### src/rtl/fuel_alert_controller_if.sv
// Bundles the fuel-gauge sample stream, driver acknowledge and the alert outputs
// of fuel_alert_controller into one connection.
interface fuel_alert_controller_if;
   logic       sample_valid;
   logic [4:0] remaining_fuel;
   logic       ack;
   logic [1:0] state;
   logic       warn_led;
   logic       crit_led;
   logic       buzzer;
   logic [7:0] alert_count;

   modport master (
      output sample_valid, remaining_fuel, ack,
      input  state, warn_led, crit_led, buzzer, alert_count
   );

   modport slave (
      input  sample_valid, remaining_fuel, ack,
      output state, warn_led, crit_led, buzzer, alert_count
   );
endinterface

### src/rtl/fuel_alert_controller.sv
// Debounced, hysteretic fuel-level alerting: four severity levels, warning and
// critical LEDs (blinking when empty), an acknowledgeable buzzer and an entry counter.
module fuel_alert_controller #(
   parameter int unsigned LOW_LEVEL  = 5,
   parameter int unsigned CRIT_LEVEL = 2,
   parameter int unsigned HYST       = 1,
   parameter int unsigned DEBOUNCE   = 4,
   parameter int unsigned BLINK_HALF = 8
) (
   input logic                     clk,
   input logic                     reset,
   fuel_alert_controller_if.slave  bus
);

   typedef enum logic [1:0] {
      ST_NORMAL = 2'd0,
      ST_LOW    = 2'd1,
      ST_CRIT   = 2'd2,
      ST_EMPTY  = 2'd3
   } state_t;

   localparam int unsigned CNT_W   = $clog2(DEBOUNCE + 1);
   localparam int unsigned BLINK_W = $clog2(BLINK_HALF + 1);
   localparam logic [4:0]  LOW_L   = 5'(LOW_LEVEL);
   localparam logic [4:0]  CRIT_L  = 5'(CRIT_LEVEL);
   localparam logic [4:0]  HYST_L  = 5'(HYST);

   state_t               r_state, r_cand;
   logic [CNT_W-1:0]     r_cnt;
   logic [BLINK_W-1:0]   r_blink;
   logic                 r_warn, r_crit, r_buz;
   logic [7:0]           r_alert;

   state_t               w_raw, w_raw_h, w_cls;
   state_t               w_state_n, w_cand_n;
   logic [CNT_W-1:0]     w_cnt_n;
   logic [BLINK_W-1:0]   w_blink_n, w_blink_inc;
   logic                 w_enter, w_warn_n, w_crit_n, w_buz_n;
   logic [7:0]           w_alert_n;

   function automatic state_t classify(input logic [4:0] f);
      if (f == 5'd0)         return ST_EMPTY;
      else if (f <= CRIT_L)  return ST_CRIT;
      else if (f <= LOW_L)   return ST_LOW;
      else                   return ST_NORMAL;
   endfunction

   function automatic logic [4:0] sat_sub(input logic [4:0] f);
      return (f > HYST_L) ? (f - HYST_L) : 5'd0;
   endfunction

   // Improvement is judged against thresholds shifted by HYST and never overshoots the current level
   always_comb begin
      w_raw   = classify(bus.remaining_fuel);
      w_raw_h = classify(sat_sub(bus.remaining_fuel));
      if (w_raw >= r_state)       w_cls = w_raw;
      else if (w_raw_h > r_state) w_cls = r_state;
      else                        w_cls = w_raw_h;
   end

   always_comb begin
      w_state_n   = r_state;
      w_cand_n    = r_cand;
      w_cnt_n     = r_cnt;
      w_blink_n   = '0;
      w_blink_inc = r_blink + BLINK_W'(1);
      w_buz_n     = r_buz;
      w_alert_n   = r_alert;

      if (bus.sample_valid) begin
         if (w_cls == r_state) begin
            w_cnt_n = '0;
         end else if (w_cls == r_cand) begin
            w_cnt_n = r_cnt + CNT_W'(1);
         end else begin
            w_cand_n = w_cls;
            w_cnt_n  = CNT_W'(1);
         end
         if (w_cnt_n == CNT_W'(DEBOUNCE)) begin
            w_state_n = w_cand_n;
            w_cnt_n   = '0;
         end
      end

      w_enter  = (w_state_n != r_state);
      w_warn_n = (w_state_n == ST_LOW);
      w_crit_n = (w_state_n == ST_CRIT);

      // Blink phase restarts lit on every entry into EMPTY
      if (w_state_n == ST_EMPTY) begin
         if (w_enter) begin
            w_crit_n = 1'b1;
         end else if (w_blink_inc == BLINK_W'(BLINK_HALF)) begin
            w_crit_n = ~r_crit;
         end else begin
            w_crit_n  = r_crit;
            w_blink_n = w_blink_inc;
         end
      end

      // A new escalation outranks a simultaneous acknowledge
      if (w_enter && (w_state_n > r_state) && (w_state_n >= ST_CRIT))
         w_buz_n = 1'b1;
      else if (bus.ack || (w_enter && (w_state_n <= ST_LOW)))
         w_buz_n = 1'b0;

      if (w_enter && (r_state <= ST_LOW) && (w_state_n >= ST_CRIT) && (r_alert != 8'hFF))
         w_alert_n = r_alert + 8'd1;
   end

   always_ff @(posedge clk or negedge reset) begin
      if (!reset) begin
         r_state <= ST_NORMAL;
         r_cand  <= ST_NORMAL;
         r_cnt   <= '0;
         r_blink <= '0;
         r_warn  <= 1'b0;
         r_crit  <= 1'b0;
         r_buz   <= 1'b0;
         r_alert <= 8'd0;
      end else begin
         r_state <= w_state_n;
         r_cand  <= w_cand_n;
         r_cnt   <= w_cnt_n;
         r_blink <= w_blink_n;
         r_warn  <= w_warn_n;
         r_crit  <= w_crit_n;
         r_buz   <= w_buz_n;
         r_alert <= w_alert_n;
      end
   end

   assign bus.state       = r_state;
   assign bus.warn_led    = r_warn;
   assign bus.crit_led    = r_crit;
   assign bus.buzzer      = r_buz;
   assign bus.alert_count = r_alert;

endmodule

### src/flat_wrapper.sv
// flat-port wrapper written by rule: the top's interface ports become plain ports
module fuel_alert_controller_flat 
#(
   parameter int unsigned LOW_LEVEL  = 5,
   parameter int unsigned CRIT_LEVEL = 2,
   parameter int unsigned HYST       = 1,
   parameter int unsigned DEBOUNCE   = 4,
   parameter int unsigned BLINK_HALF = 8
)
  (clk, reset, bus_sample_valid, bus_remaining_fuel, bus_ack, bus_state, bus_warn_led, bus_crit_led, bus_buzzer, bus_alert_count);
  fuel_alert_controller_if bus_i ();
  input logic clk;
  input logic reset;
  input wire logic [$bits(bus_i.sample_valid)-1:0] bus_sample_valid;
  input wire logic [$bits(bus_i.remaining_fuel)-1:0] bus_remaining_fuel;
  input wire logic [$bits(bus_i.ack)-1:0] bus_ack;
  output wire logic [$bits(bus_i.state)-1:0] bus_state;
  output wire logic [$bits(bus_i.warn_led)-1:0] bus_warn_led;
  output wire logic [$bits(bus_i.crit_led)-1:0] bus_crit_led;
  output wire logic [$bits(bus_i.buzzer)-1:0] bus_buzzer;
  output wire logic [$bits(bus_i.alert_count)-1:0] bus_alert_count;
  assign bus_i.sample_valid = bus_sample_valid;
  assign bus_i.remaining_fuel = bus_remaining_fuel;
  assign bus_i.ack = bus_ack;
  assign bus_state = bus_i.state;
  assign bus_warn_led = bus_i.warn_led;
  assign bus_crit_led = bus_i.crit_led;
  assign bus_buzzer = bus_i.buzzer;
  assign bus_alert_count = bus_i.alert_count;
  fuel_alert_controller #(.LOW_LEVEL(LOW_LEVEL), .CRIT_LEVEL(CRIT_LEVEL), .HYST(HYST), .DEBOUNCE(DEBOUNCE), .BLINK_HALF(BLINK_HALF)) u_core (.clk(clk), .reset(reset), .bus(bus_i));
endmodule
### config.mk
export PLATFORM = sky130hd
export DESIGN_NAME = fuel_alert_controller_flat
export DESIGN_NICKNAME = d
export VERILOG_FILES = /design/src/rtl/fuel_alert_controller_if.sv /design/src/rtl/fuel_alert_controller.sv /design/src/flat_wrapper.sv
export SDC_FILE = /design/constraint.sdc
export NUM_CORES = 1
export LEC_CHECK = 0
export CORE_UTILIZATION = 55
export CTS_BUF_LIST = sky130_fd_sc_hd__clkbuf_8 sky130_fd_sc_hd__clkbuf_16
export DETAILED_ROUTE_END_ITERATION = 7
export GPL_ROUTABILITY_DRIVEN = 0
export PLACE_DENSITY = 0.85
export SLEW_MARGIN = 20
export SYNTH_ARGS = -nofsm -noshare
export SYNTH_HDL_FRONTEND = slang
export SYNTH_SLANG_ARGS = --single-unit
### constraint.sdc
create_clock -name clk -period 5.48 [get_ports clk]
set_clock_uncertainty 0.2 [all_clocks]
set_input_delay 0.822 -clock clk [delete_from_list [all_inputs] [get_ports clk]]
set_output_delay 0.822 -clock clk [all_outputs]
set_load 0.05 [all_outputs]
==> impl_metrics.env <==
export IMPL_status="complete, but fails checks"
export IMPL_violations="DRC"
export IMPL_yosysSeqAreaShare_pct=33.41
export IMPL_drt_iter0_drc=108
export IMPL_via_per_inst=5.835
export IMPL_cts_made_buffers=3
export IMPL_fin_nets=230
export IMPL_peakVddDrop_mv=0.2702
export IMPL_synth_edf_count=0
export IMPL_clkTransAtPathRegs_ns=0.08
export IMPL_ant_nets=0
export IMPL_final_max_slew_viol_count=0
export IMPL_yosys_most_used_dff="dfrtp_1"
export IMPL_die_x_um=56.74
export IMPL_fin_tns_setup_ns=0
export IMPL_synth_compound_area_share_pct=18.60
export IMPL_diodes=0
export IMPL_grt_pass1_vias=1424
export IMPL_ys_top_cells_by_count="dfrtp_1, ha_1, inv_1"
export IMPL_worstSetupPathType="in -> reg"
export IMPL_timing_slew_headroom_pct=34.68
export IMPL_cts_htree_levels=1
export IMPL_synth_top_family_by_area="simple AND/OR/NAND/NOR gates"
export IMPL_drive_gt1_share_pct=24.27
export IMPL_min_delay_start="u_core.bus.alert_count[4]"
export IMPL_vias=1383
export IMPL_grt_pass1_wl_um=6058
export IMPL_worst_pin_slew_ns=0.9767
export IMPL_start_util_pct=58.74
export IMPL_grt_max_degree=23
export IMPL_drcViolationCount=2
export IMPL_antenna_found_initial=0
export IMPL_grt_overflow=0
export IMPL_cts_tree="built"
export IMPL_io_pins=22
export IMPL_portBuffers=21
export IMPL_clock_latency_ns=0.27
export IMPL_yosys_cell_types_count=50
export IMPL_final_instance_count_excl_fill=237
export IMPL_stdcell_area_um2=2113
export IMPL_period_minus_slack_ns=5.241
export IMPL_synth_seq_cells=22
export IMPL_post_synth_top_count_cell="dfrtp_1"
export IMPL_endpoint_kind="flip-flop"
export IMPL_dieArea_um2=3219
export IMPL_cellPowerDensity_nw_per_um2=443.5
export IMPL_synthXorXnorAreaFrac_pct=9.415
export IMPL_cp_required_ns=5.44
export IMPL_dp_hpwl_um=2617
export IMPL_avgSynthCellArea_um2=10.17
export IMPL_cap_violations=0
export IMPL_synth_top_cell_area_share_pct=33.41
export IMPL_synth_simple_area_share_pct=20.73
export IMPL_wl_per_cell_um=15.22
export IMPL_totalWireLength_um=3608
export IMPL_setup_viol=0
export IMPL_num_rows=19
export IMPL_cts_sinks=22
export IMPL_totalPowerFinal_uw=937.2
export IMPL_groute_usage_overall_pct=24.40
export IMPL_worstSetupStartpointType="primary input"
export IMPL_dieHeight_um=56.74
export IMPL_dp_cells=232
export IMPL_cp_startpoint="bus_remaining_fuel[0]"
export IMPL_async_flop_share_pct=100.0
export IMPL_yosysTopAreaCell="dfrtp_1"
export IMPL_synth_fa_ha_area_share_pct=10.63
export IMPL_synthCells=162
export IMPL_area_growth_pct=28.25
export IMPL_cp_max_fo=8
export IMPL_fin_crit_sh_pct=95.65
export IMPL_fp_coreArea_um2=2805
export IMPL_syn_area_um2=1648
export IMPL_synth_fp_nets=185
export IMPL_worst_ep_arrival_time_ns=5.20
export IMPL_rr_startpoint="u_core.bus.state[0]"
export IMPL_cts_root_buf="clkbuf_8"
export IMPL_hold_path_class="reg -> reg"
export IMPL_finalHoldViolations=0
export IMPL_fmax_mhz=190.8
export IMPL_yosys_warnings=0
export IMPL_cts_hold_buf=0
export IMPL_muxShareOfSynthArea_pct=3.569
export IMPL_drtPass1Iterations=6
export IMPL_cellLeakagePower_nw=0.9569
export IMPL_synth_area_leaders="dfrtp_1, ha_1, xnor2_1, inv_1, nand2_1"
export IMPL_clockBufferDepth=2
export IMPL_postPlaceCellArea_um2=2028
[metrics by stage]
stage	hold slack [ns]	setup WS (ns)	util [%]
final	0.2915	0.2386	75.33
after floorplan	0.2706	0.4156	-
after CTS	0.2957	0.03422	74.26
after global placement	0.2805	-0.008749	72.30
after global routing	0.3268	-0.01037	75.33
after detailed placement	0.2797	-0.1892	72.30
[cells in the final DEF (no fill, tap or decap), types with 4 or more instances in the layout]
cell              n
clkdlybuf4s50_1  21
nand3_1           4
xnor2_1          10
buf_4            20
nand2_1          11
dfrtp_1          22
nor2_1            7
inv_1            13
and2_1            5
ha_1             14
xor2_1            4
nand4_1           6
clkbuf_8          4
nand2b_1          5
o21ai_0           5
[final timing paths]
| path | cells past startpoint | slack, ns | end |
|---|---|---|---|
| max | 21 | 0.24 | u_core.bus.alert_count[1] |
| min | 1 | 0.29 | u_core.bus.alert_count[4] |
| max reg2reg | 15 | 1.63 | u_core.bus.alert_count[1] |
| min reg2reg | 1 | 0.29 | u_core.bus.alert_count[4] |
| max in group asynchronous | 1 | 3.60 | u_core.bus.warn_led |
| min in group asynchronous | 1 | 0.88 | u_core.bus.alert_count[3] |
[area by class of cell]
type | count | area, µm²
Clock buffer | 4 | 55.05
Fill cell | 200 | 691.9
Inverter | 13 | 48.80
Multi-Input combinational cell | 126 | 1060
Sequential cell | 22 | 550.5
Tap cell | 31 | 38.79
Timing Repair Buffer | 41 | 360.3
[routing by layer]
| metal | vias to the layer above | track usage, % | wire [µm] |
|---|---|---|---|
| li1 | 673 | - | - |
| met1 | 682 | 29.46 | 1574 |
| met2 | 23 | 42.01 | 1901 |
| met3 | 5 | 2.995 | 72 |
| met4 | 0 | 13.59 | 61 |
| met5 | - | 0 | 0 |
[sequential cells by signal (all words and copies together) (netlist names)]
signal / flops
u_core.bus.alert_count: 8
u_core.r_blink: 4
u_core.r_cnt: 3
u_core.bus.state: 2
u_core.r_cand: 2
u_core.bus.buzzer: 1
u_core.bus.crit_led: 1
u_core.bus.warn_led: 1
[logic make-up (layout without fill, tap and decap cells)]
family,count (synthesis),count (layout)
xor+xnor,16,16
flops,22,22
mux,5,5
simple gates,58,58
fa+ha+maj,14,14
compound gates,33,33
buf+inv,14,58
[critical path: stages]
cell	delay (ns)
clkdlybuf4s50_1	0.51
inv_1	0.11
ha_1	0.24
xor2_1	0.16
o32a_2	0.39
nor2_1	0.14
ha_1	0.26
nor2b_1	0.17
o21a_1	0.17
o211ai_1	0.21
o211ai_2	0.15
xnor2_2	0.18
or2_4	0.24
a21o_2	0.23
inv_1	0.08
ha_1	0.24
nand2_1	0.08
nand4_1	0.11
nor3_2	0.18
buf_4	0.17
mux2_2	0.33
[timing repair]
item | CTS | global route
setup endpoints to repair | 0 | 12
endpoints found under the hold margin | 0 | 0
buffers inserted | 0 | 1
resized for setup | 0 | 4
[power by group]
part / total, mW / switching [mW] / internal, mW
registers: 0.239 / 0.0387 / 0.201
logic: 0.578 / 0.316 / 0.262
clock network: 0.120 / 0.0557 / 0.0643
Note: power is estimated with default switching activity, not from simulation.
